--- config.mk ---
export PLATFORM = sky130hd
export DESIGN_NAME = simplez_ctrl_flat
export DESIGN_NICKNAME = d
export VERILOG_FILES = /design/src/rtl/simplez_ctrl_if.sv /design/src/rtl/simplez_ctrl.sv /design/src/flat_wrapper.sv
export SDC_FILE = /design/constraint.sdc
export NUM_CORES = 1
export LEC_CHECK = 0
export CAP_MARGIN = 10
export CORE_AREA = 5 5 42 44
export CTS_BUF_LIST = sky130_fd_sc_hd__clkbuf_2
export DETAILED_ROUTE_END_ITERATION = 16
export DIE_AREA = 0 0 47 49
export HOLD_SLACK_MARGIN = 0.1
export RECOVER_POWER = 25
export SYNTH_ARGS = -nofsm -noshare
export SYNTH_HDL_FRONTEND = slang
export SYNTH_SLANG_ARGS = --single-unit
--- constraint.sdc ---
create_clock -name clk -period 1.7 [get_ports clk]
set_clock_uncertainty 0.1 [all_clocks]
set_input_delay 0.425 -clock clk [delete_from_list [all_inputs] [get_ports clk]]
set_output_delay 0.425 -clock clk [all_outputs]
set_load 0.005 [all_outputs]
--- src/rtl/simplez_ctrl_if.sv ---
// Control bundle between the Simplez sequencer and its datapath:
// opcode/flag inputs and all micro-order outputs.
interface simplez_ctrl_if;
  logic [2:0] co;
  logic       z;
  logic       lec;
  logic       esc;
  logic       era;
  logic       eri;
  logic       sri;
  logic       scp;
  logic       ecp;
  logic       incp;
  logic       ccp;
  logic       eac;
  logic       sac;
  logic [1:0] alu_op;
  logic       stop;
  logic [1:0] state;

  modport master (
    input  co, z,
    output lec, esc, era, eri, sri, scp, ecp, incp, ccp, eac, sac, alu_op, stop, state
  );

  modport slave (
    output co, z,
    input  lec, esc, era, eri, sri, scp, ecp, incp, ccp, eac, sac, alu_op, stop, state
  );
endinterface

--- src/rtl/simplez_ctrl.sv ---
// Simplez control unit: four-state I0/I1/O0/O1 sequencer producing every datapath micro-order.
// Optional single-step input enabled by defining SIMPLEZ_STEP_EN.
module simplez_ctrl (
  input  logic            clk,
  input  logic            rstn,
`ifdef SIMPLEZ_STEP_EN
  input  logic            step,
`endif
  simplez_ctrl_if.master  bus
);

  localparam logic [1:0] ALU_PASS = 2'b00;
  localparam logic [1:0] ALU_ADD  = 2'b01;
  localparam logic [1:0] ALU_DEC  = 2'b10;
  localparam logic [1:0] ALU_CLR  = 2'b11;

  localparam logic [2:0] OP_ST   = 3'd0;
  localparam logic [2:0] OP_LD   = 3'd1;
  localparam logic [2:0] OP_ADD  = 3'd2;
  localparam logic [2:0] OP_BR   = 3'd3;
  localparam logic [2:0] OP_BZ   = 3'd4;
  localparam logic [2:0] OP_CLR  = 3'd5;
  localparam logic [2:0] OP_DEC  = 3'd6;

  typedef enum logic [1:0] {
    I0 = 2'd0,
    I1 = 2'd1,
    O0 = 2'd2,
    O1 = 2'd3
  } state_t;

  state_t state_q, state_d;
  logic   run_w;

  logic       lec, esc, era, eri, sri, scp, ecp, incp, ccp, eac, sac, stop;
  logic [1:0] aluOp;

`ifdef SIMPLEZ_STEP_EN
  assign run_w = step;
`else
  assign run_w = 1'b1;
`endif

  // The datapath registers also update on the falling edge, so the sequencer does too.
  always_ff @(negedge clk) begin
    if (!rstn) state_q <= I0;
    else       state_q <= state_d;
  end

  always_comb begin
    state_d = I0;
    lec     = 1'b0;
    esc     = 1'b0;
    era     = 1'b0;
    eri     = 1'b0;
    sri     = 1'b0;
    scp     = 1'b0;
    ecp     = 1'b0;
    incp    = 1'b0;
    ccp     = 1'b0;
    eac     = 1'b0;
    sac     = 1'b0;
    stop    = 1'b0;
    aluOp   = ALU_PASS;

    unique case (state_q)
      I0: begin
        if (run_w) begin
          lec     = 1'b1;
          eri     = 1'b1;
          incp    = 1'b1;
          state_d = I1;
        end else begin
          state_d = I0;
        end
      end

      I1: begin
        case (bus.co)
          OP_ST, OP_LD, OP_ADD: begin
            sri     = 1'b1;
            era     = 1'b1;
            state_d = O0;
          end
          OP_BR: begin
            sri = 1'b1;
            era = 1'b1;
            ecp = 1'b1;
          end
          OP_BZ: begin
            era = 1'b1;
            if (bus.z) begin
              sri = 1'b1;
              ecp = 1'b1;
            end else begin
              scp = 1'b1;
            end
          end
          OP_CLR: begin
            eac   = 1'b1;
            aluOp = ALU_CLR;
            scp   = 1'b1;
            era   = 1'b1;
          end
          OP_DEC: begin
            eac   = 1'b1;
            aluOp = ALU_DEC;
            scp   = 1'b1;
            era   = 1'b1;
          end
          default: begin
            // HALT parks the sequencer here until reset.
            stop    = 1'b1;
            state_d = I1;
          end
        endcase
      end

      O0: begin
        state_d = O1;
        case (bus.co)
          OP_ST: begin
            sac = 1'b1;
            esc = 1'b1;
          end
          OP_LD: begin
            lec = 1'b1;
            eac = 1'b1;
          end
          OP_ADD: begin
            lec   = 1'b1;
            eac   = 1'b1;
            aluOp = ALU_ADD;
          end
          default: ;
        endcase
      end

      O1: begin
        scp = 1'b1;
        era = 1'b1;
      end

      default: state_d = I0;
    endcase

    if (!rstn) begin
      lec   = 1'b0;
      esc   = 1'b0;
      era   = 1'b0;
      eri   = 1'b0;
      sri   = 1'b0;
      scp   = 1'b0;
      ecp   = 1'b0;
      incp  = 1'b0;
      ccp   = 1'b1;
      eac   = 1'b0;
      sac   = 1'b0;
      stop  = 1'b0;
      aluOp = ALU_PASS;
    end
  end

  assign bus.lec    = lec;
  assign bus.esc    = esc;
  assign bus.era    = era;
  assign bus.eri    = eri;
  assign bus.sri    = sri;
  assign bus.scp    = scp;
  assign bus.ecp    = ecp;
  assign bus.incp   = incp;
  assign bus.ccp    = ccp;
  assign bus.eac    = eac;
  assign bus.sac    = sac;
  assign bus.alu_op = aluOp;
  assign bus.stop   = stop;
  assign bus.state  = state_q;

endmodule
--- src/flat_wrapper.sv ---
// flat-port wrapper written by rule: the top's interface ports become plain ports
module simplez_ctrl_flat 
  (clk, rstn, bus_co, bus_z, bus_lec, bus_esc, bus_era, bus_eri, bus_sri, bus_scp, bus_ecp, bus_incp, bus_ccp, bus_eac, bus_sac, bus_alu_op, bus_stop, bus_state);
  simplez_ctrl_if bus_i ();
  input  logic clk;
  input  logic rstn;
  input wire logic [$bits(bus_i.co)-1:0] bus_co;
  input wire logic [$bits(bus_i.z)-1:0] bus_z;
  output wire logic [$bits(bus_i.lec)-1:0] bus_lec;
  output wire logic [$bits(bus_i.esc)-1:0] bus_esc;
  output wire logic [$bits(bus_i.era)-1:0] bus_era;
  output wire logic [$bits(bus_i.eri)-1:0] bus_eri;
  output wire logic [$bits(bus_i.sri)-1:0] bus_sri;
  output wire logic [$bits(bus_i.scp)-1:0] bus_scp;
  output wire logic [$bits(bus_i.ecp)-1:0] bus_ecp;
  output wire logic [$bits(bus_i.incp)-1:0] bus_incp;
  output wire logic [$bits(bus_i.ccp)-1:0] bus_ccp;
  output wire logic [$bits(bus_i.eac)-1:0] bus_eac;
  output wire logic [$bits(bus_i.sac)-1:0] bus_sac;
  output wire logic [$bits(bus_i.alu_op)-1:0] bus_alu_op;
  output wire logic [$bits(bus_i.stop)-1:0] bus_stop;
  output wire logic [$bits(bus_i.state)-1:0] bus_state;
  assign bus_i.co = bus_co;
  assign bus_i.z = bus_z;
  assign bus_lec = bus_i.lec;
  assign bus_esc = bus_i.esc;
  assign bus_era = bus_i.era;
  assign bus_eri = bus_i.eri;
  assign bus_sri = bus_i.sri;
  assign bus_scp = bus_i.scp;
  assign bus_ecp = bus_i.ecp;
  assign bus_incp = bus_i.incp;
  assign bus_ccp = bus_i.ccp;
  assign bus_eac = bus_i.eac;
  assign bus_sac = bus_i.sac;
  assign bus_alu_op = bus_i.alu_op;
  assign bus_stop = bus_i.stop;
  assign bus_state = bus_i.state;
  simplez_ctrl u_core (.clk(clk), .rstn(rstn), .bus(bus_i));
endmodule
### Word-level counts from Yosys, hierarchy flattened

Index checks and enable logic that the tools add are counted.

| storage, ports and cells | value |
|---|---|
| flip-flop bits (word level) | 2 |
| bits of input ports | 6 |
| word-level logic and storage cells | 53 |

| operators by class | value |
|---|---|
| equality and inequality tests | 9 |
| muxes and demuxes | 35 |
| reductions and logical operators | 8 |

Operator list:

| cell | count |
|---|---|
| two-way mux 1 bit | 23 |
| case mux 1 bit (2 select lines) | 7 |
| case mux 2 bit (2 select lines) | 3 |
| == test 3 bit, second input constant | 3 |
| OR reduction 4 bit | 2 |
| OR reduction 7 bit | 1 |
| == test 3 x 2 -> 1 bit, second input constant | 2 |
| case mux 2 bit (3 select lines) | 1 |
| == test 2 bit, second input constant | 2 |
| OR reduction 2 bit | 2 |
| == test 3 x 1 -> 1 bit, second input constant | 1 |
| logical NOT 3 bit | 1 |
| OR reduction 3 bit | 1 |
| == test 2 x 1 -> 1 bit, second input constant | 1 |
| logical NOT 2 bit | 1 |
| two-way mux 2 bit | 1 |

### Depth between registers and ports, before layout

Gate-level depths: netlist (run 1).

| logic depth | value |
|---|---|
| depth after elaboration | 5 |
| mapped depth | 5 |

==> results of run 1 <==
-- cells in the mapped netlist --
library cell / instances
a21oi_1: 1
nand2_1: 2
nor3b_2: 1
mux2i_1: 1
and2_1: 1
nand2b_1: 2
and2_4: 1
nor4_1: 1
o21a_1: 1
nand4_1: 1
nand3_1: 2
inv_1: 5
dfxtp_1: 2
nor3_1: 2
and3_1: 1
o32ai_1: 1
a311oi_1: 1
a21oi_2: 1
xor2_1: 1
buf_4: 2
o22ai_1: 1
a41o_1: 1
nor2_1: 6
or2b_1: 1
ha_1: 5
-- worst min path at each step --
stage / slack (ns) / endpoint
finish: 0.54 / u_core.bus.state[1]
global route: 0.54 / u_core.bus.state[1]
CTS: 0.55 / u_core.bus.state[1]
detailed placement: 0.50 / u_core.bus.state[1]
global placement: 0.51 / u_core.bus.state[1]
floorplan: 0.40 / u_core.bus.state[1]
-- what timing repair did --
action	4_1_cts	5_1_grt
pin swaps	13	8
setup buffers	10	1
gates resized for setup	104	4
endpoints found under the setup margin	18	17
-- layer usage --
metal  share of wire, %  track usage (%)  vias to the layer above
met1                 35             14.7                      232
met4                2.9             5.07                        0
met3                6.3             3.32                        5
met5                  0                0                        -
li1                   -                -                      245
met2                 55             24.2                       15
-- placed cells by master, fill, tap and decap left out, types with 3 or more instances in the layout --
cell type and count:
clkbuf_2 3, inv_1 3, ha_4 4, buf_4 15, buf_6 13, buf_2 13
-- area by class of cell --
type	instances	area share [%]
Timing Repair Buffer	44	41.6
Clock inverter	2	0.861
Sequential cell	2	5.45
Inverter	4	2.30
Tap cell	16	2.30
Multi-Input combinational cell	35	45.8
Clock buffer	3	1.72
-- power by group --
group          leakage [uW]  switching, uW  internal [uW]
clock             0.0000231           41.0           53.5
combinational      0.000383            119            158
sequential        0.0000178           7.24           53.5
total              0.000424            167            265
-- critical path: cells and delay by family (launching register included) --
family                     cells  cell delay, ns
and+or+nand+nor                2            0.20
AOI/OAI and AO/OA              1            0.15
buffers and inverters          2            0.20
DFF                            1            0.36
adders and majority gates      1            0.14
-- stage by stage --
stage / instance area (sq um) / hold slack [ns] / worst slack (ns) / utilization [%] / power (uW)
global placement: 741 / 0.509 / -1.11 / 52.9 / 285
detailed placement: 741 / 0.502 / -1.11 / 52.9 / 287
finish: 872 / 0.537 / -0.968 / 62.2 / 432
CTS: 857 / 0.549 / -0.983 / 61.2 / 431
global route: 872 / 0.538 / -1.06 / 62.2 / 479
floorplan: 428 / 0.397 / -0.678 / - / 172
-- cell families (layout without fill, tap and decap cells) --
group / after synthesis / after routing
compound gates: 7 / 7
xor+xnor: 1 / 1
fa+ha+maj: 5 / 5
buf+inv: 7 / 53
flops: 2 / 2
mux: 1 / 1
simple gates: 21 / 21
==> impl_metrics.json, run 1 <==
{
  "nets": 103,
  "timing.final.ws_setup_ns": -0.968,
  "rr_endpoint": "u_core.bus.state[0]",
  "totalWireLength_um": 1340,
  "vias": 497,
  "synth_top_family_by_area": "simple AND/OR/NAND/NOR gates",
  "synth_simple_gate_area_share_pct": 35.6,
  "reg2reg_slack_ns": 0.25,
  "cpMaxStageDelayCell": "dfxtp_4",
  "clk_path_buf_depth": 2,
  "die_h_um": 49,
  "drive_gt1_share_pct": 78.9,
  "worstPathCellList": "buf_6 > ha_4 > nand2_4 > o22ai_1 > and3_1 > buf_2",
  "gp_congestion": 0.703,
  "critical_path.max_fanout": 3,
  "grt_pass1_wl_um": 2350,
  "p_per_area_nw_per_um2": 496,
  "synth_fa_ha_area_share_pct": 19.2,
  "holdBufCountCts": 0,
  "violations": "setup timing",
  "cts.sinks": 2,
  "rr_startpoint": "u_core.bus.state[0]",
  "p_leak_uw": 0.000424,
  "hold_depth": 2,
  "drt-wirelength-per-cell_um": 12.7,
  "drtIter0Drc": 3,
  "fill_cells": 135,
  "path_class": "flip-flop to output pin",
  "start_util_pct": 23.3,
  "peakVddDrop_mv": 0.265,
  "worstMarginPinSlew_ns": 0.263,
  "cap_violations": 0,
  "coreArea_sq_um": 1400,
  "port_buffers": 21,
  "multiInputGateArea_sq_um": 399,
  "grt_usage_pct": 13.6,
  "ys_seq_area_share_pct": 12.3,
  "drc": 0,
  "required_ns": 1.17,
  "postSynthAreaPerCell_sq_um": 7.42,
  "dr.pass1.iters": 3,
  "synth_compound_area_share_pct": 16.9,
  "seq_area_sq_um": 47.5,
  "grt_pass1_vias": 570,
  "synthDominantCellAreaShare_pct": 19.2,
  "hold_path.class": "flip-flop to flip-flop",
  "crit_path_max_incr_delay_ns": 0.36,
  "synthesis.area_sq_um": 327,
  "synth_mux_area_share_pct": 3.07,
  "endpoint_kind": "output pin",
  "die_x_um": 47,
  "rsz0062_at_grt": "true",
  "htreeDepth": 1,
  "num_io_pins": 22,
  "synth_area_leaders": "ha_1 19%, dfxtp_1 12%, nor2_1 6.9%",
  "diodes": 0,
  "synthXorXnorAreaFrac_pct": 2.68,
  "cts_tree": "yes",
  "synthCells": 44,
  "cts_buffers": 3,
  "crit_start": "u_core.bus.state[0]",
  "slew_viol_final": 0,
  "dp.cells": 92,
  "yosysUniqueCellTypes": 25,
  "critPathCapture": "bus_alu_op[0]",
  "antenna_found_initial": 0,
  "root_buffer": "clkbuf_2",
  "yosysWarnings": 0,
  "largest_reg_flops": 2,
  "vias_per_cell": 4.69,
  "clk_latency_ns": 0.24,
  "fin_setup_tns_ns": -12.99,
  "reg2reg_depth": 6,
  "synth-seq-cells": 2,
  "clk_pin_slew_ns": 0.03,
  "status": "finished, violations left",
  "grt_max_degree": 8,
  "setup_viol": 17,
  "hold_viol_final": 0,
  "antenna_left": 0,
  "dp.final_hpwl_um": 898,
  "syn_nets": 55,
  "final_cell_count_no_fill": 106,
  "slew_headroom_pct": 81.9,
  "synth_largest_area_cell": "ha_1",
  "cp.arrival_ns": 2.14,
  "die_area_sq_um": 2300,
  "min_from": "u_core.bus.state[0]",
  "grt_overflow": 0,
  "row_count": 14,
  "area_growth_syn_to_layout_pct": 167,
  "cp-start-kind": "flip-flop"
}
Note: power is estimated with default switching activity, not from simulation.
==> inputs of run 2 (changes only) <==
- CTS_CLUSTER_SIZE: unset -> 20
==> results of run 2 <==
Final layout, timing and power as in run 1 (identical DEF).
